<file path="config.mk">
export PLATFORM = sky130hd
export DESIGN_NAME = key_command_decoder
export DESIGN_NICKNAME = d
export VERILOG_FILES = /design/src/rtl/key_command_decoder.sv
export SDC_FILE = /design/constraint.sdc
export NUM_CORES = 1
export LEC_CHECK = 0
export CAP_MARGIN = 20
export CELL_PAD_IN_SITES_DETAIL_PLACEMENT = 2
export CELL_PAD_IN_SITES_GLOBAL_PLACEMENT = 2
export CORE_UTILIZATION = 30
export DETAILED_ROUTE_END_ITERATION = 6
export GPL_TIMING_DRIVEN = 0
export HOLD_SLACK_MARGIN = 0.02
export PLACE_DENSITY = 0.8
export SYNTH_ARGS = -nofsm -noshare
export SYNTH_HDL_FRONTEND = slang
export SYNTH_SLANG_ARGS = --single-unit
</file>
<file path="constraint.sdc">
create_clock -name clk -period 2.37 [get_ports clk]
set_clock_uncertainty 0.2 [all_clocks]
set_input_delay 0.5925 -clock clk [delete_from_list [all_inputs] [get_ports clk]]
set_output_delay 0.5925 -clock clk [all_outputs]
set_load 0.01 [all_outputs]
</file>
<file path="src/rtl/key_command_decoder.sv">
// PS/2 set-2 scan-code decoder: turns make/break sequences into single-cycle game commands
// and held-key levels. Define KEY_AUTOREPEAT_EN to add auto-repeat of left/right/down.
module key_command_decoder #(
    parameter int REPEAT_DELAY   = 12500000,
    parameter int REPEAT_PERIOD  = 2500000,
    parameter int PREFIX_TIMEOUT = 1000000
) (
    input  logic       clk,
    input  logic       rst,
    input  logic [7:0] codeIn,
    output logic       cmdLeft,
    output logic       cmdRight,
    output logic       cmdRotate,
    output logic       cmdDown,
    output logic       cmdDrop,
    output logic       cmdPause,
    output logic       heldLeft,
    output logic       heldRight,
    output logic       heldDown
);

    function automatic logic [23:0] sat24(input int v);
        if (v > 32'h00FF_FFFF) return 24'hFF_FFFF;
        return v[23:0];
    endfunction

    if (REPEAT_DELAY < 1 || REPEAT_PERIOD < 1 || PREFIX_TIMEOUT < 1) begin : g_bad_param
        $error("key_command_decoder: timing parameters must be at least 1");
    end

    localparam logic [23:0] TMO_LOAD = sat24(PREFIX_TIMEOUT);

    typedef enum logic [1:0] {S_IDLE, S_EXT, S_BRK, S_EXT_BRK} state_t;

    // cmd bit order: left, right, down, rotate, drop, pause; held uses the first three.
    state_t      state_q, state_d;
    logic [7:0]  code_q, code_d;
    logic [23:0] tmo_q, tmo_d;
    logic [5:0]  cmd_q, cmd_d;
    logic [2:0]  held_q, held_d;
    logic        accept, dec_make, dec_brk, dec_ext;
    logic [5:0]  key_hit;

`ifdef KEY_AUTOREPEAT_EN
    localparam logic [23:0] DELAY_LOAD  = sat24(REPEAT_DELAY);
    localparam logic [23:0] PERIOD_LOAD = sat24(REPEAT_PERIOD);

    // rpt_tgt: 0 = none, otherwise held index + 1
    logic [1:0]  rpt_tgt_q, rpt_tgt_d;
    logic [23:0] rpt_cnt_q, rpt_cnt_d;
    logic        rpt_fire;

    always_ff @(posedge clk or negedge rst) begin
        if (!rst) begin
            rpt_tgt_q <= 2'd0;
            rpt_cnt_q <= 24'd0;
        end else begin
            rpt_tgt_q <= rpt_tgt_d;
            rpt_cnt_q <= rpt_cnt_d;
        end
    end
`endif

    always_ff @(posedge clk or negedge rst) begin
        if (!rst) begin
            state_q <= S_IDLE;
            code_q  <= 8'h00;
            tmo_q   <= 24'd0;
            cmd_q   <= 6'd0;
            held_q  <= 3'd0;
        end else begin
            state_q <= state_d;
            code_q  <= code_d;
            tmo_q   <= tmo_d;
            cmd_q   <= cmd_d;
            held_q  <= held_d;
        end
    end

    assign accept = (codeIn != 8'h00) && (code_q == 8'h00);

    always_comb begin
        state_d  = state_q;
        code_d   = codeIn;
        tmo_d    = tmo_q;
        cmd_d    = 6'd0;
        held_d   = held_q;
        dec_make = 1'b0;
        dec_brk  = 1'b0;
        dec_ext  = 1'b0;

        if (accept) begin
            tmo_d = TMO_LOAD;
            case (state_q)
                S_IDLE: begin
                    if (codeIn == 8'hE0)      state_d = S_EXT;
                    else if (codeIn == 8'hF0) state_d = S_BRK;
                    else                      dec_make = 1'b1;
                end
                S_EXT: begin
                    if (codeIn == 8'hF0)      state_d = S_EXT_BRK;
                    else if (codeIn == 8'hE0) state_d = S_EXT;
                    else begin
                        dec_make = 1'b1;
                        dec_ext  = 1'b1;
                        state_d  = S_IDLE;
                    end
                end
                S_BRK: begin
                    if (codeIn != 8'hF0) begin
                        dec_brk = 1'b1;
                        state_d = S_IDLE;
                    end
                end
                S_EXT_BRK: begin
                    dec_brk = 1'b1;
                    dec_ext = 1'b1;
                    state_d = S_IDLE;
                end
                default: state_d = S_IDLE;
            endcase
        end else if (state_q != S_IDLE) begin
            // Abandon a dangling prefix once the timeout down-counter reaches terminal count.
            if (tmo_q <= 24'd1) begin
                state_d = S_IDLE;
                tmo_d   = 24'd0;
            end else begin
                tmo_d = tmo_q - 24'd1;
            end
        end

        key_hit[0] = dec_ext  && (codeIn == 8'h6B);
        key_hit[1] = dec_ext  && (codeIn == 8'h74);
        key_hit[2] = dec_ext  && (codeIn == 8'h72);
        key_hit[3] = dec_ext  && (codeIn == 8'h75);
        key_hit[4] = !dec_ext && (codeIn == 8'h29);
        key_hit[5] = !dec_ext && (codeIn == 8'h4D);

        if (dec_make) begin
            for (int i = 0; i < 3; i++) begin
                if (key_hit[i] && !held_q[i]) begin
                    cmd_d[i]  = 1'b1;
                    held_d[i] = 1'b1;
                end
            end
            for (int i = 3; i < 6; i++) begin
                if (key_hit[i]) cmd_d[i] = 1'b1;
            end
        end
        if (dec_brk) begin
            for (int i = 0; i < 3; i++) begin
                if (key_hit[i]) held_d[i] = 1'b0;
            end
        end

`ifdef KEY_AUTOREPEAT_EN
        rpt_tgt_d = rpt_tgt_q;
        rpt_cnt_d = rpt_cnt_q;
        rpt_fire  = 1'b0;
        if (rpt_tgt_q != 2'd0) begin
            if (rpt_cnt_q <= 24'd1) begin
                rpt_fire  = 1'b1;
                rpt_cnt_d = PERIOD_LOAD;
            end else begin
                rpt_cnt_d = rpt_cnt_q - 24'd1;
            end
        end
        // A fresh press retargets (or, for non-repeatable keys, stops) the repeat.
        if (cmd_d != 6'd0) begin
            rpt_fire  = 1'b0;
            rpt_cnt_d = DELAY_LOAD;
            if (cmd_d[0])      rpt_tgt_d = 2'd1;
            else if (cmd_d[1]) rpt_tgt_d = 2'd2;
            else if (cmd_d[2]) rpt_tgt_d = 2'd3;
            else               rpt_tgt_d = 2'd0;
        end else if (dec_brk && (rpt_tgt_q != 2'd0) && key_hit[{1'b0, rpt_tgt_q} - 3'd1]) begin
            rpt_fire  = 1'b0;
            rpt_tgt_d = 2'd0;
            rpt_cnt_d = DELAY_LOAD;
        end
        if (rpt_fire) cmd_d[{1'b0, rpt_tgt_q} - 3'd1] = 1'b1;
`endif
    end

    assign cmdLeft   = cmd_q[0];
    assign cmdRight  = cmd_q[1];
    assign cmdDown   = cmd_q[2];
    assign cmdRotate = cmd_q[3];
    assign cmdDrop   = cmd_q[4];
    assign cmdPause  = cmd_q[5];
    assign heldLeft  = held_q[0];
    assign heldRight = held_q[1];
    assign heldDown  = held_q[2];

endmodule
</file>
### Yosys cells after proc, flatten, opt, wreduce, memory -nomap -nowiden

Index checks and enable logic that the tools add are counted.

| storage, ports and cells | value |
|---|---|
| register bits after elaboration | 43 |
| latch bits | 0 |
| RAM bits | 0 |
| ROM bits | 0 |
| bits of input ports | 10 |
| output and inout port bits | 9 |
| logic and storage cells | 80 |
| memories | 0 |

| operators by class | value |
|---|---|
| $add $sub $neg | 1 |
| multiply operators | 0 |
| divide/modulo/power cells | 0 |
| order comparisons | 1 |
| equal/unequal tests | 14 |
| shifts and indexed selects | 0 |
| muxes and demuxes | 38 |
| bitwise operators | 0 |
| reductions and logical operators | 21 |

Operator list:

| kind | number |
|---|---|
| two-way mux 24 bit | 3 |
| equality test 8 x 7 -> 1 bit, second input constant | 5 |
| <= comparator 24 x 1 -> 1 bit, second input constant | 1 |
| subtractor 24 x 1 -> 24 bit, second input constant | 1 |
| two-way mux 1 bit | 21 |
| equality test 8 bit, second input constant | 2 |
| two-way mux 2 bit | 7 |
| logical AND 1 bit | 10 |
| equality test 8 x 6 -> 1 bit, second input constant | 1 |
| zero test 8 bit | 1 |
| != test 8 bit, second input constant | 1 |
| case mux 2 bit (4 select lines) | 1 |
| nonzero test 8 bit | 1 |
| two-way mux 3 bit | 2 |
| two-way mux 6 bit | 1 |
| case mux 1 bit (2 select lines) | 3 |
| nonzero test 2 bit | 3 |
| equality test 2 bit, second input constant | 2 |
| zero test 1 bit | 4 |
| != test 4 bit, second input constant | 1 |
| AND reduction 4 bit | 1 |
| != test 3 bit, second input constant | 1 |
| equality test 2 x 1 -> 1 bit, second input constant | 1 |
| zero test 2 bit | 1 |

### Longest topological paths before layout

Gate-level depths: netlist of run 1.

| logic depth | value |
|---|---|
| depth in word-level cells | 11 |
| depth in mapped cells | 7 |
| gate-level depth less buffers | 7 |

### Least setup slack after synthesis of run 1

OpenSTA, ideal clock, no wires.

| path | value |
|---|---|
| path kind | flip-flop to flip-flop |
| start | register code_q[3] |
| end | register held_q[1] |
| library setup time | 0.125 ns |
| data arrival time | 2.154 ns |
| required time | 2.045 ns |
| setup slack | -0.110 ns |
| stages on the path, launching flop included | 6 |
| buffers on the path | 0 |
| clock period less this slack | 2.480 ns |
| cells stage by stage | dfrtp_1 or4_4 a211o_1 or4_4 nand2b_4 mux2_4 |

| on the way | value |
|---|---|
| longest elaborated chain between the ends | 9 |
| elaborated cells between the ends (all ways) | 11 |
| classes of those cells | mux: 7; reduce/logical: 4 |

RTL lines:

| element | line | text |
|---|---|---|
| start: declaration | 37 | `logic [7:0] code_q, code_d;` |
| start signal: assignment | 73 | `code_q <= code_d;` |
| zero test 8 bit (*) | 80 | `assign accept = (codeIn != 8'h00) && (code_q == 8'h00);` |
| logical AND 1 bit (*) | 80 |  |
| two-way mux 1 bit | 92 | `if (accept) begin` |
| logical AND 1 bit | 133 | `key_hit[1] = dec_ext && (codeIn == 8'h74);` |
| logical AND 1 bit | 141 | `if (key_hit[i] && !held_q[i]) begin` |
| two-way mux 1 bit | 141 |  |
| two-way mux 3 bit | 139 | `if (dec_make) begin` |
| two-way mux 1 bit | 152 | `if (key_hit[i]) held_d[i] = 1'b0;` |
| two-way mux 3 bit (*) | 150 | `if (dec_brk) begin` |
| named net held_d[1] | 40 | `logic [2:0] held_q, held_d;` |
| end signal: assignment | 76 | `held_q <= held_d;` |
| end: declaration | 40 |  |

Mark *: on every way through the listed nets, which the timed path passes. The rest lies on a longest branch.
A chain may end at the register's enable or synchronous reset.

### Final worst setup path of run 1

| path | value |
|---|---|
| start | register code_q[2] |
| end | register held_q[1] |

Same word-level chain as after synthesis.

==> results of run 1 <==
==> layer usage <==
| metal | routed length [um] | up-vias | track usage (%) |
|---|---|---|---|
| li1 | - | 869 | - |
| met1 | 3240 | 1013 | 23.4 |
| met2 | 3950 | 34 | 33.7 |
| met3 | 160 | 6 | 2.60 |
| met4 | 72 | 0 | 5.61 |
| met5 | 0 | - | 0 |
==> worst max-delay path, stage by stage (launching register included) <==
cell and delay [ns]:
dfrtp_1 0.38, or4_4 0.54, a211o_4 0.34, or4_4 0.52
nand2b_4 0.16, mux2_4 0.30
==> cell type report <==
type                            count  area (sq um)  area share [%]
Clock buffer                        6          72.6            2.45
Timing Repair Buffer               35           333            11.2
Multi-Input combinational cell    157          1230            41.4
Tap cell                           96           120            4.06
Clock inverter                      2          60.1            2.03
Inverter                            4          15.0           0.507
Buffer                              6          51.3            1.73
Sequential cell                    43          1080            36.5
==> final timing paths <==
check,start,to,slack (ns)
worst min register to register,held_q[2],cmd_q[2],0.27
worst min-delay path,rst,tmo_q[10],0.05
worst max-delay path,code_q[2],held_q[1],-0.18
worst max register to register,code_q[2],held_q[1],-0.18
max in group asynchronous,rst,tmo_q[1],1.40
min in group clk,held_q[2],cmd_q[2],0.27
==> cell families after synthesis <==
| kind of cell | after synthesis | synth area share (%) |
|---|---|---|
| AND/OR/NAND/NOR | 102 | 26.9 |
| flip-flops | 43 | 51.1 |
| AO/OA/AOI/OAI | 40 | 12.8 |
| XOR/XNOR | 12 | 4.99 |
| buffers and inverters | 12 | 2.20 |
| adder cells (fa/ha/maj) | 2 | 1.19 |
| multiplexers | 1 | 0.713 |
==> synth_stat cells (all sizes together) (2+ instances only) <==
master and n:
nand3 13, a2111oi 3, nor3 7, nand3b 3
clkbuf 7, xnor2 6, nand4 4, nand2 14
nor4 11, ha 2, inv 4, dfrtp 43
nand2b 6, o21ai 12, or3 3, o41ai 2
xor2 6, a211oi 2, a21oi 7, nor2 24
or4 11, nor4b 2, o211ai 4, o2111ai 2
o31ai 2
==> power breakdown <==
part | total, mW | leakage (nW) | switching, mW | internal [mW]
Clock | 0.692 | 0.0654 | 0.270 | 0.422
Combinational | 0.200 | 0.497 | 0.128 | 0.0717
Sequential | 0.814 | 0.535 | 0.0481 | 0.766
==> state kept, by name (all words and copies together) (netlist names) <==
signal	count
cmd_q	6
code_q	8
held_q	3
state_q	2
tmo_q	24
==> what timing repair did <==
item                                    in CTS  in global routing
pin swaps                                    9                 10
endpoints found under the setup margin      35                 24
setup buffers                                6                  9
resized for setup                           39                 37
cloned                                       0                  1
==> through the flow <==
stage | instances | instance area, sq um | hold WS, ns | TNS (ns) | util (%)
floorplan | 212 | 2110 | 0.0969 | -0.109 | -
global route | 349 | 2960 | 0.0803 | -1.79 | 43.6
finish | 349 | 2960 | 0.0459 | -0.796 | 43.6
global placement | 326 | 2410 | 0.260 | -55.40 | 35.5
CTS | 340 | 2710 | 0.0535 | -0.462 | 39.9
detailed placement | 327 | 2420 | 0.268 | -29.13 | 35.7
==> placed cells by master, fill, tap and decap left out, types with 3 or more instances in the layout <==
master           instances
a21oi_1                  6
buf_12                   3
buf_4                   12
buf_6                    5
clkbuf_1                 3
clkbuf_8                 5
clkdlybuf4s50_1          9
dfrtp_1                 39
dfrtp_2                  4
dlygate4sd2_1            8
inv_1                    3
nand2_1                 11
nand2b_1                 4
nand3_1                 13
nand3b_1                 3
nand4_1                  4
nor2_1                  22
nor3_1                   5
nor4_1                   3
nor4_2                   5
nor4_4                   3
o211ai_1                 4
o21ai_0                  9
or4_1                    7
or4_4                    4
xnor2_1                  6
xor2_1                   6
==> flow_summary.ini, run 1 <==
[routing]
via_per_inst = 5.51
drc = 0
wire_per_inst_um = 21.3
drt-initial-drc-count = 75
dr_total_vias = 1922
detail-route-antenna-nets = 0
postRouteWirelength_um = 7420
dr.pass1.iters = 4

[synthesis]
yosysUniqueCellTypes = 41
yosysWarnings = 0
syn_avg_cell_area_sq_um = 9.93
ys.flop_type = dfrtp_1
ys_seq_area_share_pct = 51.1
synth-edff-count = 0
synth_nets = 224
async_flop_share_pct = 100
synth_seq_cells = 43
syn_inst = 212
synth_top_area_share_pct = 51.1
syn-cell-area_sq_um = 2100
yosys.area.top_type = dfrtp_1
synth.area.top_cells = dfrtp_1 51%, nor2_1 4.3%, or4_1 3.2%

[floorplanning]
initial_core_util_pct = 31.0
dieArea_sq_um = 7350
dieWidth_um = 85.8
rows = 30
ios = 19
core_region_area_sq_um = 6790
fp.dieH_um = 85.8

[clocking]
cts.clk_slew.worst_paths_ns = 0.09
cts_buffers = 5
cts_buffer_depth = 2
cts_hold_buf = 0
clk_latency_ns = 0.30
cts_sinks = 43
root_buffer = clkbuf_8
cts_tree = built
htree_levels = 2

[power]
powerDensity_nw_per_um2 = 576
ir_worst_vdd_v = 0.000192
p_leak_nw = 1.10
power.total_mw = 1.71

[critical_path]
worstSetupEndpointType = flip-flop
worstSetupPathType = flip-flop to flip-flop
arrival_ns = 2.54
start_kind = flip-flop
worst-path-max-fanout = 3
reg2reg_depth = 5
worstPathRequired_ns = 2.36

[timing]
setup_violations = 15
tightest_slew_ns = 0.658
final.setup.worst_slack_ns = -0.176
drv_slew = 0
finalCriticalPeriod_ns = 2.55
hold_violations = 0
max_freq_mhz = 393
max-slew-margin-rel_pct = 56.1
rsz0062_at_grt = yes
timing.final.crit_share_pct = 107

[global_route]
antenna_found_initial = 0
grt_pass1_wl_um = 10600
grt_usage_pct = 18.7
overflow = 0
grt_max_degree = 23
grt_pass1_vias = 2055

[layout]
final_layout_size_suffix_gt1_share_pct = 27.7
fillers = 689
n_antenna_cell = 0
area_growth_pct = 40.6
num-nets-final = 264

[hold_path]
min_path_type = input pin to async pin

[placed_design]
hpwl_um = 4300
place_congestion = 0.793
io_buffers = 18
pre_cts_ws_ns = -1.17

[run]
cap_violations = 0

[run_status]
violations = setup timing
status = finished with violations
Note: power is estimated with default switching activity, not from simulation.
==> run 2, diff against run 1 <==
- CORE_UTILIZATION: 30 -> 33
- PLACE_DENSITY: 0.8 -> 0.86
==> flow_summary.ini, run 2 (same netlist as run 1, synthesis figures left out) <==
[clocking]
cts_tree = built
cts.clk_slew.worst_paths_ns = 0.09
clk_latency_ns = 0.30
root_buffer = clkbuf_8
htree_levels = 2
cts_buffer_depth = 2
cts_buffers = 5
cts_sinks = 43

[layout]
num-nets-final = 259
layout_commonest_cell = dfrtp_1
area_growth_pct = 35.8
final_util_pct = 47.4
final_layout_size_suffix_gt1_share_pct = 26.2
final_cells = 323
regMostFlops = tmo_q
layout_common_cells = 41 x dfrtp_1, 24 x nor2_1, 12 x nand3_1
fin_area_sq_um = 2860
largest_reg_flops = 24
reg.largest.list = tmo_q x24, code_q x8, cmd_q x6
n_antenna_cell = 0
fillers = 624

[timing]
max_freq_mhz = 397
hold_violations = 0
rsz0062_at_grt = yes
max-slew-margin-rel_pct = 53.3
setup_tns_ns = -0.336
timing.hold.ws_ns = 0.318
drv_slew = 0
final.setup.worst_slack_ns = -0.149
setup_violations = 6
tightest_slew_ns = 0.698
finalCriticalPeriod_ns = 2.52
timing.final.crit_share_pct = 106

[run]
cap_violations = 0

[floorplanning]
initial_core_util_pct = 34.9
dieWidth_um = 81.9
ios = 19
rows = 28
fp.dieH_um = 81.9
core_region_area_sq_um = 6030
dieArea_sq_um = 6700

[routing]
wire_per_inst_um = 23.6
detail-route-antenna-nets = 0
drt-initial-drc-count = 70
postRouteWirelength_um = 7610
drc = 0
dr_total_vias = 1899
dr.pass1.iters = 4
via_per_inst = 5.88

[global_route]
grt_pass1_wl_um = 11200
antenna_found_initial = 0
grt_pass1_vias = 2056
grt_max_degree = 37
overflow = 0
grt_usage_pct = 22.9

[critical_path]
worstSetupPathType = flip-flop to flip-flop
worst-path-max-fanout = 3
crit_chain = or4_4 -> a211o_4 -> or4_4 -> nand2b_4 -> mux2_4
worstPathRequired_ns = 2.36
crit_slowest_cell = or4_4
worstSetupEndpointType = flip-flop
cpPeakStageDelay_ns = 0.54
arrival_ns = 2.51
start_kind = flip-flop
cpMostUsedCell = or4_4

[power]
p_leak_nw = 1.06
ir_worst_vdd_v = 0.000264
power.total_mw = 1.60
powerDensity_nw_per_um2 = 559

[placed_design]
dp_cells = 306
place_congestion = 0.778
hpwl_um = 4680
postPlaceCellArea_sq_um = 2400
pre_cts_ws_ns = -1.14
io_buffers = 18

[run_status]
status = finished with violations
violations = setup timing

[hold_path]
min_path_type = flip-flop to flip-flop
-- run 2: metal layers --
layer / up-vias / GRT usage, % / share of wire [%] / wire length [um]
met3: 11 / 4.11 / 1.9 / 141
met4: 0 / 8.25 / 1.8 / 138
li1: 864 / - / - / -
met5: - / 0 / 0 / 0
met1: 999 / 27.7 / 42 / 3200
met2: 25 / 40.2 / 54 / 4130
-- run 2: final cells by class --
type	count	area, sq um	area share (%)
tap	75	93.8	3.28
sequential	43	1080	37.7
inverter	4	15.0	0.525
buffer	6	43.8	1.53
clock inverter	3	43.8	1.53
timing repair buffer	29	263	9.19
multi-input combinational	158	1250	43.8
clock buffer	5	68.8	2.41
-- run 2: power by group --
group          leakage, nW  switching (mW)  internal (mW)
Clock               0.0581           0.277          0.314
Combinational        0.466           0.128         0.0663
Sequential           0.538          0.0482          0.764
Total                 1.06           0.453           1.14
-- run 2: timing repair --
action	4_1_cts	5_1_grt
pin swaps	8	5
endpoints found under the hold margin	7	0
hold buffers	1	0
buffers inserted	5	4
setup endpoints to repair	35	33
resized for setup	34	38
gates cloned	0	1
-- run 2: final timing paths --
path / startpoint / to / slack [ns] / depth (start not counted)
setup / recovery: code_q[4] / held_q[1] / -0.15 / 5
hold / removal: held_q[2] / cmd_q[2] / 0.32 / 1
setup reg to reg: code_q[4] / held_q[1] / -0.15 / 5
hold reg to reg: held_q[2] / cmd_q[2] / 0.32 / 1
max in group asynchronous: rst / tmo_q[0] / 1.02 / 3
min in group asynchronous: rst / tmo_q[18] / 0.47 / 2
-- run 2: worst max-delay path: cells and delay by family, from the launching register on --
family / cells / cell delay, ns
compound gates: 1 / 0.33
flops: 1 / 0.37
mux: 1 / 0.29
simple gates: 3 / 1.21
==> run 3, diff against run 2 <==
- ABC_AREA: default -> 1
- CORE_MARGIN: default -> 2
- CORE_UTILIZATION: 33 -> 30
- CTS_CLUSTER_SIZE: default -> 16
==> flow_summary.ini, run 3 <==
[global_route]
grt_pass1_vias = 2848
antenna_found_initial = 0
overflow = 0
grt_pass1_wl_um = 13600
grt_max_degree = 33
grt_usage_pct = 17.6

[placed_design]
dp_cells = 493
hpwl_um = 6230
io_buffers = 18
place_congestion = 0.810

[routing]
postRouteWirelength_um = 7830
via_per_inst = 4.96
wire_per_inst_um = 15.6
drc = 0
dr_total_vias = 2492
drt-initial-drc-count = 35
detail-route-antenna-nets = 0
dr.pass1.iters = 4

[layout]
num-nets-final = 405
area_growth_pct = 16.4
layout_commonest_cell = nand2_1
final_layout_size_suffix_gt1_share_pct = 11.4
largest_reg_flops = 24
layout_common_cells = 82 x nand2_1, 78 x nor2_1, 45 x inv_1
reg.largest.list = tmo_q x24, code_q x8, cmd_q x6
final_cells = 502
regMostFlops = tmo_q
n_antenna_cell = 0

[synthesis]
synth-edff-count = 0
synth_seq_cells = 43
yosys.area.top_type = dfrtp_1
syn-cell-area_sq_um = 2610
yosysWarnings = 0
synth.area.top_cells = dfrtp_1 41%, nand2_1 12%, nor2_1 11%
yosysMostFrequentCell = nand2_1
ys_top_cells_by_count = 82 x nand2_1, 78 x nor2_1, 45 x inv_1
synth_nets = 378
yosysUniqueCellTypes = 28
syn_avg_cell_area_sq_um = 7.14
async_flop_share_pct = 100
syn_inst = 366
synth_top_area_share_pct = 41.2
ys.flop_type = dfrtp_1
ys_seq_area_share_pct = 41.2

[clocking]
postCtsSetupBuffers = 0
clk_latency_ns = 0.30
htree_levels = 2
root_buffer = clkbuf_8
cts.clk_slew.worst_paths_ns = 0.08
cts_sinks = 43
cts_tree = built
cts_buffers = 5
cts_buffer_depth = 2

[timing]
finalCriticalPeriod_ns = 2.19
timing.hold.ws_ns = 0.264
hold_violations = 0
max-slew-margin-rel_pct = 69.6
max_freq_mhz = 458
tightest_slew_ns = 0.452
timing.final.crit_share_pct = 92.2
rsz0062_at_grt = no
setup_violations = 0
drv_slew = 0

[critical_path]
reg2reg_to = state_q[1]
rrSetupSlack_ns = 0.32
reg2reg_depth = 11
crit_chain = clkdlybuf4s50_1 -> nor2_2 -> nand2_1 -> inv_2 -> nand2_4 -> nand2_4 -> buf_6 -> inv_6 -> o211ai_1 -> nor2_1 -> a21oi_1
cpMostUsedCell = nand2_4
arrival_ns = 2.21
start_kind = input pin
critPathLaunch = codeIn[2]
cpPeakStageDelay_ns = 0.50
crit_slowest_cell = clkdlybuf4s50_1
r2r-start = tmo_q[0]
worst-path-max-fanout = 10
critPathCapture = held_q[2]
worstSetupEndpointType = flip-flop
worstPathRequired_ns = 2.39
worstSetupPathType = input pin to flip-flop

[run_status]
status = finished clean

[power]
ir_worst_vdd_v = 0.000217
power.total_mw = 1.41
powerDensity_nw_per_um2 = 464
p_leak_nw = 1.41

[hold_path]
min_path_type = flip-flop to flip-flop

[floorplanning]
rows = 34
core_region_area_sq_um = 8590
initial_core_util_pct = 30.4
ios = 19
fp.dieH_um = 97.3
dieWidth_um = 97.3
dieArea_sq_um = 9470

[run]
cap_violations = 0
-- run 3: metal layers --
metal	vias to the layer above	share of wire (%)	wire length, um	track usage [%]
met5	-	0	0	0
met2	35	55	4300	34.9
met3	10	3.0	235	3.38
met1	1245	41	3190	19.1
li1	1202	-	-	-
met4	0	1.4	106	3.63
-- run 3: final cells by class --
type	instances	area, sq um
Buffer	3	31.3
Tap cell	108	135
Multi-Input combinational cell	270	1320
Sequential cell	43	1080
Clock inverter	1	5.00
Timing Repair Buffer	20	208
Fill cell	1040	5550
Inverter	50	193
Clock buffer	7	76.3
-- run 3: how the worst min path moves through the flow --
stage | from | to | cells after the start
after floorplan | rst | cmd_q[0] | 0
after global placement | held_q[0] | cmd_q[0] | 1
after detailed placement | held_q[2] | cmd_q[2] | 1
after CTS | held_q[2] | cmd_q[2] | 1
after global routing | held_q[2] | cmd_q[2] | 1
final | held_q[2] | cmd_q[2] | 1
-- run 3: worst max-delay path: cells and delay by family --
family                 cells  cell delay (ns)
and+or+nand+nor            5             0.53
buffers and inverters      4             0.81
AOI/OAI and AO/OA          2             0.27
-- run 3: kinds of logic (layout without fill, tap and decap cells) --
family | count (synthesis) | count (layout) | synth area share (%)
xor+xnor | 7 | 7 | 2.35
buf+inv | 53 | 81 | 8.57
compound gates | 35 | 35 | 7.85
flops | 43 | 43 | 41.2
simple gates | 226 | 226 | 39.1
fa+ha+maj | 2 | 2 | 0.958
-- run 3: where the power goes --
| part | total [mW] | switching, mW | internal (mW) |
|---|---|---|---|
| clock | 0.476 | 0.268 | 0.208 |
| sequential | 0.771 | 0.0171 | 0.753 |
| combinational | 0.165 | 0.112 | 0.0530 |
-- run 3: per-stage QoR --
step	utilization (%)	worst slack (ns)	setup TNS [ns]	cell area, sq um
2_1_floorplan	-	0.590	0	2610
3_3_place_gp	34.1	-0.734	-32.31	2930
3_5_place_dp	34.2	-0.196	-3.11	2940
4_1_cts	35.3	0.121	0	3030
5_1_grt	35.4	0.000806	0	3040
6_report	35.4	0.185	0	3040
-- run 3: what timing repair did --
| item | in CTS | in global routing |
|---|---|---|
| setup endpoints to repair | 0 | 7 |
| hold endpoints to repair | 11 | 0 |
| hold buffers | 1 | 0 |
| gates resized for setup | 0 | 2 |
